$ cat src/rtl/serial_sub.sv
// Bit-serial subtractor: one full-subtractor slice per clock, LSB first.
// Result and flags are published together on the transition into DONE.
module serial_sub #(
  parameter int WIDTH = 4
) (
  input  logic             clk,
  input  logic             rst,
  input  logic             start,
  input  logic [WIDTH-1:0] a,
  input  logic [WIDTH-1:0] b,
  input  logic             borrow_in,
  output logic             busy,
  output logic             done,
  output logic [WIDTH-1:0] diff,
  output logic             borrow_out,
  output logic             zero,
  output logic             ovf
);

  localparam int CW = (WIDTH > 1) ? $clog2(WIDTH) : 1;

  typedef enum logic [1:0] {
    IDLE  = 2'd0,
    SHIFT = 2'd1,
    DONE  = 2'd2
  } state_t;

  state_t           state, next_state;
  logic [CW-1:0]    cnt;
  logic [WIDTH-1:0] a_sh, b_sh, d_sh;
  logic             br, a_msb, b_msb;
  logic             d_bit, br_next, last_bit;
  logic [WIDTH-1:0] result;
  logic             busy_next, done_next;

  always_comb begin
    d_bit    = a_sh[0] ^ b_sh[0] ^ br;
    br_next  = (~a_sh[0] & b_sh[0]) | (~(a_sh[0] ^ b_sh[0]) & br);
    last_bit = (cnt == CW'(WIDTH - 1));
    // The final difference bit is not in d_sh yet, so splice it in here.
    result   = {d_bit, d_sh[WIDTH-1:1]};
  end

  always_ff @(posedge clk or posedge rst) begin
    if (rst) begin
      state <= IDLE;
    end else begin
      state <= next_state;
    end
  end

  always_comb begin
    next_state = state;
    case (state)
      IDLE:    if (start) next_state = SHIFT; else next_state = IDLE;
      SHIFT:   if (last_bit) next_state = DONE; else next_state = SHIFT;
      DONE:    next_state = IDLE;
      default: next_state = IDLE;
    endcase
  end

  always_comb begin
    busy_next = 1'b0;
    done_next = 1'b0;
    case (next_state)
      SHIFT:   busy_next = 1'b1;
      DONE:    done_next = 1'b1;
      default: begin
        busy_next = 1'b0;
        done_next = 1'b0;
      end
    endcase
  end

  always_ff @(posedge clk or posedge rst) begin
    if (rst) begin
      busy <= 1'b0;
      done <= 1'b0;
    end else begin
      busy <= busy_next;
      done <= done_next;
    end
  end

  always_ff @(posedge clk or posedge rst) begin
    if (rst) begin
      cnt        <= '0;
      a_sh       <= '0;
      b_sh       <= '0;
      d_sh       <= '0;
      br         <= 1'b0;
      a_msb      <= 1'b0;
      b_msb      <= 1'b0;
      diff       <= '0;
      borrow_out <= 1'b0;
      zero       <= 1'b0;
      ovf        <= 1'b0;
    end else begin
      case (state)
        IDLE: begin
          if (start) begin
            a_sh  <= a;
            b_sh  <= b;
            br    <= borrow_in;
            a_msb <= a[WIDTH-1];
            b_msb <= b[WIDTH-1];
            cnt   <= '0;
          end
        end
        SHIFT: begin
          a_sh <= a_sh >> 1;
          b_sh <= b_sh >> 1;
          d_sh <= result;
          br   <= br_next;
          cnt  <= cnt + CW'(1);
          if (last_bit) begin
            diff       <= result;
            borrow_out <= br_next;
            zero       <= (result == '0);
            ovf        <= (a_msb != b_msb) && (d_bit != a_msb);
          end
        end
        default: begin
          cnt <= cnt;
        end
      endcase
    end
  end

endmodule

$ cat config.mk
export PLATFORM = sky130hd
export DESIGN_NAME = serial_sub
export DESIGN_NICKNAME = d
export VERILOG_FILES = /design/src/rtl/serial_sub.sv
export SDC_FILE = /design/constraint.sdc
export NUM_CORES = 1
export LEC_CHECK = 0
export ABC_AREA = 1
export CORE_MARGIN = 3
export CORE_UTILIZATION = 46
export DETAILED_ROUTE_END_ITERATION = 8
export PLACE_DENSITY = 0.72
export SLEW_MARGIN = 0
export SYNTH_ARGS = -nofsm -noshare
export SYNTH_HDL_FRONTEND = slang
export SYNTH_SLANG_ARGS = --single-unit
$ cat constraint.sdc
create_clock -name clk -period 1.4 [get_ports clk]
set_clock_uncertainty 0.2 [all_clocks]
set_input_delay 0.28 -clock clk [delete_from_list [all_inputs] [get_ports clk]]
set_output_delay 0.28 -clock clk [all_outputs]
set_load 0.02 [all_outputs]
==> results.yml <==
timing:
  tightest_slew_ns: 0.195
  relSlewSlack: 0.869
  fmax_ghz: 0.639
  fin_crit_ns: 1.56
  fin_setup_tns_ns: -0.393
  rsz0062_at_grt: "yes"
  fin_crit_sh: 1.12
  finalSetupViolCount: 4
  slew_violations: 0
  finalHoldViolations: 0
  setup_ws_ns: -0.165
run_status:
  violations: "setup timing"
  status: "finished with violations"
clock_tree:
  clk_latency_ns: 0.32
  cts_tree: "done"
  clkSlewWorstSetupHoldPaths_ns: 0.14
  cts_buffers: 3
  htreeDepth: 1
  clkSinkCount: 27
  hold_buffers: 0
  clock_path_buffers: 2
  cts-root-buf: "clkbuf_4"
pwr:
  leakage_uw: 0.000829
  power_density_nw_per_um2: 2240
  max-vdd-ir-drop_uv: 1480
global_route:
  grt_max_degree: 28
  grt_pass1_vias: 945
  antenna_found_initial: 0
  grt_pass1_wl_mm: 4.31
  gr-usage-all-layers: 0.168
  grt_overflow: 0
finish:
  nFillCells: 196
  final_cell_mix: "nand2_1, dfrtp_1, buf_4"
  diodes: 0
  area_delta_synth_final_pct: 34.2
  final_nets: 188
  drive_gt1_frac: 0.289
  final_common_cell: "nand2_1"
  finalNonFillerCells: 201
worst_setup_path:
  cp.arrival_ns: 1.60
  critPathRequiredTime_ns: 1.44
  worst-path-max-fanout: 3
  critPathKind: "flop to flop"
  start_kind: "flop"
  critPathCaptureType: "flop"
place:
  placedCellCount: 188
  hpwl_mm: 1.75
  gp_congestion: 0.765
  portBuffers: 20
  post-place-ws_ns: -0.188
synthesis:
  ys_types: 19
  syn_nets: 149
  netlist_instances: 135
  synth-seq-cells: 27
  syn_area_per_cell_um2: 8.92
  ys_warn_count: 0
  seq_area_frac_synth: 0.561
  syn_area_um2: 1200
drt:
  vias: 1009
  ant_nets: 0
  first_pass_iters: 4
  drc: 0
  routedWlPerCell_um: 12.6
  vias_per_cell: 5.02
  wl_mm: 2.52
  drtIter0Drc: 22
floorplanning:
  die_w_um: 57.2
  die_area_um2: 3270
  start_util: 0.514
  core_um2: 2340
  ioPinCount: 21
  rows: 17
  die_h_um: 57.2
min_path:
  hold_class: "input pin to async pin"
run:
  cap_violations: 0
-- cell families (layout without fill, tap and decap cells) --
logic type,after synthesis,after routing,share of synthesized area
buffers and inverters,21,59,0.0780
DFF,27,27,0.561
adders and majority gates,2,2,0.0270
and+or+nand+nor,68,68,0.247
AOI/OAI and AO/OA,17,17,0.0863
-- routing by layer --
metal  vias to the layer above  wire length [um]  global-route usage
li1                        500                 -                   -
met3                         4               109              0.0226
met1                       480              1200               0.237
met5                         -                 0                   0
met2                        25              1170               0.263
met4                         0                40              0.0695
-- power by group --
| group | total, uW | internal, uW | switching [uW] |
|---|---|---|---|
| Clock | 337 | 112 | 225 |
| Sequential | 1370 | 1130 | 242 |
| Combinational | 1910 | 856 | 1050 |
| Total | 3610 | 2090 | 1520 |
-- path summary, 6_finish.rpt --
path                                 end    start  depth (start not counted)  slack, ns
worst max-delay path                 ovf  b_sh[0]                          7      -0.16
worst min-delay path                  br      rst                          3       0.08
worst max register to register       ovf  b_sh[0]                          7      -0.16
min in group clk                 diff[1]  diff[1]                          2       0.29
max in group asynchronous       state[0]      rst                          3       0.76
worst min register to register   diff[1]  diff[1]                          2       0.29
-- synthesized netlist by cell type --
library cell / instances / area [um2]
buf_2: 3 / 15.0
buf_4: 1 / 7.51
buf_6: 1 / 11.3
clkinv_1: 1 / 3.75
dfrtp_1: 27 / 676
fa_1: 1 / 20.0
ha_1: 1 / 12.5
inv_1: 11 / 41.3
inv_2: 4 / 15.0
nand2_1: 51 / 191
nand2_2: 1 / 6.26
nand3_1: 11 / 55.1
nand3_2: 1 / 10.0
nand3_4: 1 / 17.5
nand3b_1: 1 / 7.51
nand4_1: 1 / 6.26
nor2_1: 1 / 3.75
o21ai_1: 12 / 60.1
o21ai_2: 5 / 43.8
-- sequential cells by signal, indices dropped and copies added, names as in the netlist --
name / cells
borrow_out: 1
br: 1
zero: 1
ovf: 1
a_msb: 1
state: 2
b_sh: 4
a_sh: 4
diff: 4
busy: 1
cnt: 2
d_sh: 3
done: 1
b_msb: 1
-- metrics by stage --
step / power [uW] / instance area (um2) / util / hold slack [ns]
final: 3610 / 1620 / 0.690 / 0.0835
after global routing: 3920 / 1620 / 0.690 / 0.0827
after CTS: 3320 / 1480 / 0.633 / 0.0849
after detailed placement: 3070 / 1500 / 0.640 / 0.267
after global placement: 3030 / 1500 / 0.640 / 0.264
after floorplan: 2480 / 1210 / - / 0.133
-- final cells by class --
class | instances | area, um2 | area share
Sequential cell | 27 | 677 | 0.419
Multi-Input combinational cell | 87 | 467 | 0.289
Timing Repair Buffer | 39 | 348 | 0.215
Inverter | 16 | 62.6 | 0.0387
Tap cell | 28 | 35.0 | 0.0217
Clock buffer | 4 | 26.3 | 0.0163
-- what timing repair did --
item	CTS	global route
pin swaps	3	1
setup endpoints to repair	14	21
gates resized for setup	38	19
setup buffers	0	9
endpoints found under the hold margin	0	0
-- critical path, stage by stage, from the launching register on --
cell and delay (ns):
dfrtp_1 0.39, inv_2 0.05, fa_2 0.60, inv_2 0.06
nand3_2 0.05, nand2_1 0.04, nand2_1 0.05, nand2_1 0.04
Power figures use the tool's default switching activity.
